--- src/rtl/serial_msg_transmitter.sv ---
// Frames a header string plus a streamed payload toward a UART transmitter.
// Optional trailing XOR checksum byte is enabled by defining SERIAL_TX_CHECKSUM_EN.
module serial_msg_transmitter #(
    parameter              START_PARTICLE_MESSAGE             = "ABCDE",
    parameter int unsigned START_PARTICLE_MESSAGE_LENGTH_BYTE = 5,
    parameter              START_MAP_MESSAGE                  = "FGHIJ",
    parameter int unsigned START_MAP_MESSAGE_LENGTH_BYTE      = 5,
    parameter int unsigned PARTICLE_MESSAGE_LENGHT            = 8,
    parameter int unsigned MAP_MESSAGE_LENGHT                 = 16
) (
    input  logic       clk,
    input  logic       reset,
    input  logic       send_particle,
    input  logic       send_map,
    input  logic [7:0] msg_in,
    input  logic       msg_in_valid,
    output logic       msg_in_ready,
    output logic [7:0] tx_data,
    output logic       tx_valid,
    input  logic       tx_ready,
    output logic       busy,
    output logic       done
);

    localparam int unsigned P_W     = 8 * START_PARTICLE_MESSAGE_LENGTH_BYTE;
    localparam int unsigned M_W     = 8 * START_MAP_MESSAGE_LENGTH_BYTE;
    localparam int unsigned HDR_LEN = (START_PARTICLE_MESSAGE_LENGTH_BYTE >
                                       START_MAP_MESSAGE_LENGTH_BYTE) ?
                                      START_PARTICLE_MESSAGE_LENGTH_BYTE :
                                      START_MAP_MESSAGE_LENGTH_BYTE;
    localparam int unsigned HDR_W   = 8 * HDR_LEN;
    localparam int unsigned PAY_MAX = (PARTICLE_MESSAGE_LENGHT > MAP_MESSAGE_LENGHT) ?
                                      PARTICLE_MESSAGE_LENGHT : MAP_MESSAGE_LENGHT;
    localparam int unsigned CNT_W   = $clog2(PAY_MAX + 1);
    localparam int unsigned HC_W    = $clog2(HDR_LEN + 1);

    // Headers left-aligned so the next byte to send is always the top byte.
    localparam logic [P_W-1:0]   P_HDR   = P_W'(START_PARTICLE_MESSAGE);
    localparam logic [M_W-1:0]   M_HDR   = M_W'(START_MAP_MESSAGE);
    localparam logic [HDR_W-1:0] P_HDR_L = HDR_W'(P_HDR) << (HDR_W - P_W);
    localparam logic [HDR_W-1:0] M_HDR_L = HDR_W'(M_HDR) << (HDR_W - M_W);

`ifdef SERIAL_TX_CHECKSUM_EN
    typedef enum logic [2:0] {StIdle, StHeader, StPayload, StChecksum, StFlush} state_t;
`else
    typedef enum logic [1:0] {StIdle, StHeader, StPayload, StFlush} state_t;
`endif

    state_t             state_q, state_d;
    logic [7:0]         tx_data_q, tx_data_d;
    logic               tx_valid_q, tx_valid_d;
    logic [HDR_W-1:0]   hdr_q, hdr_d;
    logic [HC_W-1:0]    hdr_left_q, hdr_left_d;
    logic [CNT_W-1:0]   cnt_q, cnt_d;
    logic               xfer;
`ifdef SERIAL_TX_CHECKSUM_EN
    logic [7:0]         xor_q, xor_d;
`endif

    assign xfer     = tx_valid_q && tx_ready;
    assign tx_data  = tx_data_q;
    assign tx_valid = tx_valid_q;
    assign busy     = (state_q != StIdle);

    always_comb begin
        state_d      = state_q;
        tx_data_d    = tx_data_q;
        tx_valid_d   = tx_valid_q;
        hdr_d        = hdr_q;
        hdr_left_d   = hdr_left_q;
        cnt_d        = cnt_q;
        msg_in_ready = 1'b0;
        done         = 1'b0;
`ifdef SERIAL_TX_CHECKSUM_EN
        xor_d        = xor_q;
`endif
        unique case (state_q)
            StIdle: begin
                if (send_particle) begin
                    state_d    = StHeader;
                    tx_valid_d = 1'b1;
                    tx_data_d  = P_HDR_L[HDR_W-1 -: 8];
                    hdr_d      = P_HDR_L << 8;
                    hdr_left_d = HC_W'(START_PARTICLE_MESSAGE_LENGTH_BYTE - 1);
                    cnt_d      = CNT_W'(PARTICLE_MESSAGE_LENGHT);
`ifdef SERIAL_TX_CHECKSUM_EN
                    xor_d      = 8'h00;
`endif
                end else if (send_map) begin
                    state_d    = StHeader;
                    tx_valid_d = 1'b1;
                    tx_data_d  = M_HDR_L[HDR_W-1 -: 8];
                    hdr_d      = M_HDR_L << 8;
                    hdr_left_d = HC_W'(START_MAP_MESSAGE_LENGTH_BYTE - 1);
                    cnt_d      = CNT_W'(MAP_MESSAGE_LENGHT);
`ifdef SERIAL_TX_CHECKSUM_EN
                    xor_d      = 8'h00;
`endif
                end
            end
            StHeader: begin
                if (xfer) begin
                    if (hdr_left_q == '0) begin
                        state_d    = StPayload;
                        tx_valid_d = 1'b0;
                    end else begin
                        tx_data_d  = hdr_q[HDR_W-1 -: 8];
                        hdr_d      = hdr_q << 8;
                        hdr_left_d = hdr_left_q - HC_W'(1);
                    end
                end
            end
            StPayload: begin
                msg_in_ready = !tx_valid_q || tx_ready;
                if (xfer) tx_valid_d = 1'b0;
                if (msg_in_valid && msg_in_ready) begin
                    tx_data_d  = msg_in;
                    tx_valid_d = 1'b1;
                    if (cnt_q != '0) cnt_d = cnt_q - CNT_W'(1);
`ifdef SERIAL_TX_CHECKSUM_EN
                    xor_d = xor_q ^ msg_in;
                    if (cnt_q <= CNT_W'(1)) state_d = StChecksum;
`else
                    if (cnt_q <= CNT_W'(1)) state_d = StFlush;
`endif
                end
            end
`ifdef SERIAL_TX_CHECKSUM_EN
            // Last payload byte must leave before the checksum replaces it.
            StChecksum: begin
                if (xfer) begin
                    tx_data_d = xor_q;
                    state_d   = StFlush;
                end
            end
`endif
            StFlush: begin
                if (xfer) begin
                    done       = 1'b1;
                    tx_valid_d = 1'b0;
                    state_d    = StIdle;
                end
            end
            default: state_d = StIdle;
        endcase
    end

    always_ff @(posedge clk or negedge reset) begin
        if (!reset) begin
            state_q    <= StIdle;
            tx_data_q  <= 8'h00;
            tx_valid_q <= 1'b0;
            hdr_q      <= '0;
            hdr_left_q <= '0;
            cnt_q      <= '0;
`ifdef SERIAL_TX_CHECKSUM_EN
            xor_q      <= 8'h00;
`endif
        end else begin
            state_q    <= state_d;
            tx_data_q  <= tx_data_d;
            tx_valid_q <= tx_valid_d;
            hdr_q      <= hdr_d;
            hdr_left_q <= hdr_left_d;
            cnt_q      <= cnt_d;
`ifdef SERIAL_TX_CHECKSUM_EN
            xor_q      <= xor_d;
`endif
        end
    end

endmodule

--- config.mk ---
export PLATFORM = sky130hd
export DESIGN_NAME = serial_msg_transmitter
export DESIGN_NICKNAME = d
export VERILOG_FILES = /design/src/rtl/serial_msg_transmitter.sv
export SDC_FILE = /design/constraint.sdc
export NUM_CORES = 1
export LEC_CHECK = 0
export CORE_MARGIN = 3
export CORE_UTILIZATION = 40
export DETAILED_ROUTE_END_ITERATION = 8
export PLACE_DENSITY = 0.69
export SYNTH_ARGS = -nofsm -noshare
export SYNTH_HDL_FRONTEND = slang
export SYNTH_SLANG_ARGS = --single-unit
--- constraint.sdc ---
create_clock -name clk -period 3.2 [get_ports clk]
set_input_delay 0.32 -clock clk [delete_from_list [all_inputs] [get_ports clk]]
set_output_delay 0.32 -clock clk [all_outputs]
set_load 0.01 [all_outputs]
==> metrics.yaml <==
critPathMaxStageDelay_ns: 0.71
setup_slack_ns: 0.591
syn_avg_cell_area_um2: 10.8
crit_path_start: "state_q[0]"
layout_common_cells: "dfrtp_1 (37), clkdlybuf4s50_1 (24), inv_1 (11)"
synth_edf_count: 0
netlist_area_mm2: 0.00197
cellPowerDensity_mw_per_mm2: 356
cts_resized: 0
drc: 0
critPathMaxFanout: 25
slew_viol_final: 0
vias: 1446
setup_viol: 0
r2r-start: "state_q[1]"
status: "finished, final reports clean"
pwr-share-comb_pct: 3.6
grt_util_met1_pct: 20.5
antenna_found_initial: 0
power_mw: 0.825
rows: 24
cts_tree: "yes"
cts_setup_buffers: 0
clkPwrFrac_pct: 39.5
layout.area.seq_um2: 926
grt_max_degree: 38
worstPathRequired_ns: 2.88
yosysWarningCount: 0
netlist.area_leader.share_pct: 47.0
finalHoldViolations: 0
die-width_um: 76.2
relSlewSlack_pct: 45.6
ys_ff_latch: 37
dp.cells: 261
drtPass1Iterations: 4
use_met3_pct: 3.66
cp.arrival_ns: 2.29
h-tree-depth: 2
synth_cells: 182
finClkSkew_ns: 0.00577
wl_um: 3910
avgRoutedWirePerCell_um: 14.5
critical_path.startpoint_type: "flop"
rsz0062_at_grt: "no"
busiest_layer: "met2"
synthFlopType: "dfrtp_1"
diodes: 0
synthTopCellsByArea: "dfrtp_1 (47%), ha_1 (5.7%), mux2_2 (5.7%)"
max_freq_ghz: 0.383
yosysSeqAreaShare_pct: 47.0
grt_pass1_wl_um: 6960
power_switching_share_pct: 23.2
path_cells: "inv_1, ha_1, and2_1, clkdlybuf4s50_1"
multi_input_area_um2: 933
dp_hpwl_um: 2710
finalCritPeriodShare_pct: 81.5
drive_gt1_share_pct: 13.7
crit_buf_inv: 2
initial_utilization_pct: 43.2
async_flop_share_pct: 100
dr.first_iter.drc_count: 71
hold_buffers: 0
die_area_mm2: 0.00580
p_int_mw: 0.633
rrSetupSlack_ns: 0.82
final.setup.tns_ns: 0
numCtsBuffers: 5
cts.clk_slew.worst_paths_ns: 0.08
grt_use_total_pct: 14.8
crit_family: "adder cells"
gp_congestion: 0.833
p_leak_nw: 1.05
stdcell_count: 269
finalCriticalPeriod_ns: 2.61
finalHoldWorstSlack_ns: 0.104
ir_drop_mv: 0.281
final_common_cell: "dfrtp_1"
grt.met2_usage_pct: 21.5
tightestPinTransition_ns: 0.816
drtAntennaViolNets: 0
clkSinkCount: 37
grt_remaining_overflow: 0
synth_nets: 205
p_seq_share_pct: 56.9
crit_type: "flop to output pin"
core_area_mm2: 0.00456
ys_types: 49
hold_class: "input port to asynchronous set/reset pin"
final.fill_count: 431
p_switching_mw: 0.191
worst_path_max_delay_cell: "ha_1"
critPathCaptureType: "output pin"
dp_slack_ns: 0.782
first_global_vias: 1433
port_buffers: 25
cts_buffer_depth: 2
final_nets: 226
avgViaCountPerCell: 5.38
area_growth_pct: 17.4
worstSkewPairLatency_ns: 0.29
yosysTopAreaCell: "dfrtp_1"
cts_root_buffer: "clkbuf_8"
cap_violations: 0
pin_count: 26
dieHeight_um: 76.2
-- final timing paths --
check,depth (start not counted),endpoint
worst max-delay path,4,msg_in_ready
worst min-delay path,1,cnt_q[3]
worst max register to register,6,tx_data[7]
min in group clk,1,hdr_q[30]
max in group asynchronous,1,state_q[0]
worst min register to register,1,hdr_q[30]
-- Yosys cell counts, types with 2 or more instances --
master,number
ha_1,9
buf_2,2
nor3_1,2
o22ai_1,3
inv_1,11
nand3_1,3
o22a_1,4
and3_1,7
nor4b_1,3
nand4_1,4
nor2_1,8
clkbuf_1,5
dfrtp_1,37
mux2_2,10
or3_1,2
o21ai_0,4
a22oi_1,8
a221o_1,2
buf_6,3
nand2_1,10
nand2b_1,2
and2_1,2
o221a_2,3
a21oi_1,7
nor2b_1,3
o211ai_1,3
a22o_1,3
-- registers in the layout, indices dropped and copies added, names as in the netlist --
register	count
hdr_q	18
tx_data	8
cnt_q	5
hdr_left_q	3
state_q	2
tx_valid	1
-- layout make-up --
cell class	count	area share (%)
well taps	65	3.52
repair buffers	25	10.6
inverters	11	1.78
clock buffers	5	2.97
clock inverters	3	0.757
flip-flops and latches	37	40.0
multi-input cells	123	40.3
-- kinds of logic after synthesis --
family | count (synthesis) | synth area share, %
buffers and inverters | 22 | 5.65
AND/OR/NAND/NOR | 53 | 15.7
flip-flops | 37 | 47.0
adder cells (fa/ha/maj) | 9 | 5.71
multiplexers | 11 | 6.22
AO/OA/AOI/OAI | 50 | 19.7
-- power groups by stage --
| stage | registers (mW) | clock network, mW | logic (mW) |
|---|---|---|---|
| floorplan | 0.478 | 0 | 0.00257 |
| global placement | 0.478 | 0 | 0.0309 |
| detailed placement | 0.478 | 0 | 0.0311 |
| CTS | 0.469 | 0.334 | 0.0314 |
| global route | 0.469 | 0.358 | 0.0339 |
| finish | 0.469 | 0.325 | 0.0301 |
-- metal layers --
metal  wire (um)  share of wire (%)  vias to the layer above
met5           0                  0                        -
met4          70                1.8                        0
met3         122                3.1                        6
met2        1720                 44                       23
met1        1990                 51                      696
li1            -                  -                      721
-- stage by stage --
stage / area (um^2) / utilization (%)
finish: 2310 / 50.7
global route: 2310 / 50.7
CTS: 2310 / 50.7
detailed placement: 2230 / 48.8
global placement: 2230 / 48.8
floorplan: 1970 / -
(Power assumes the default switching activity.)
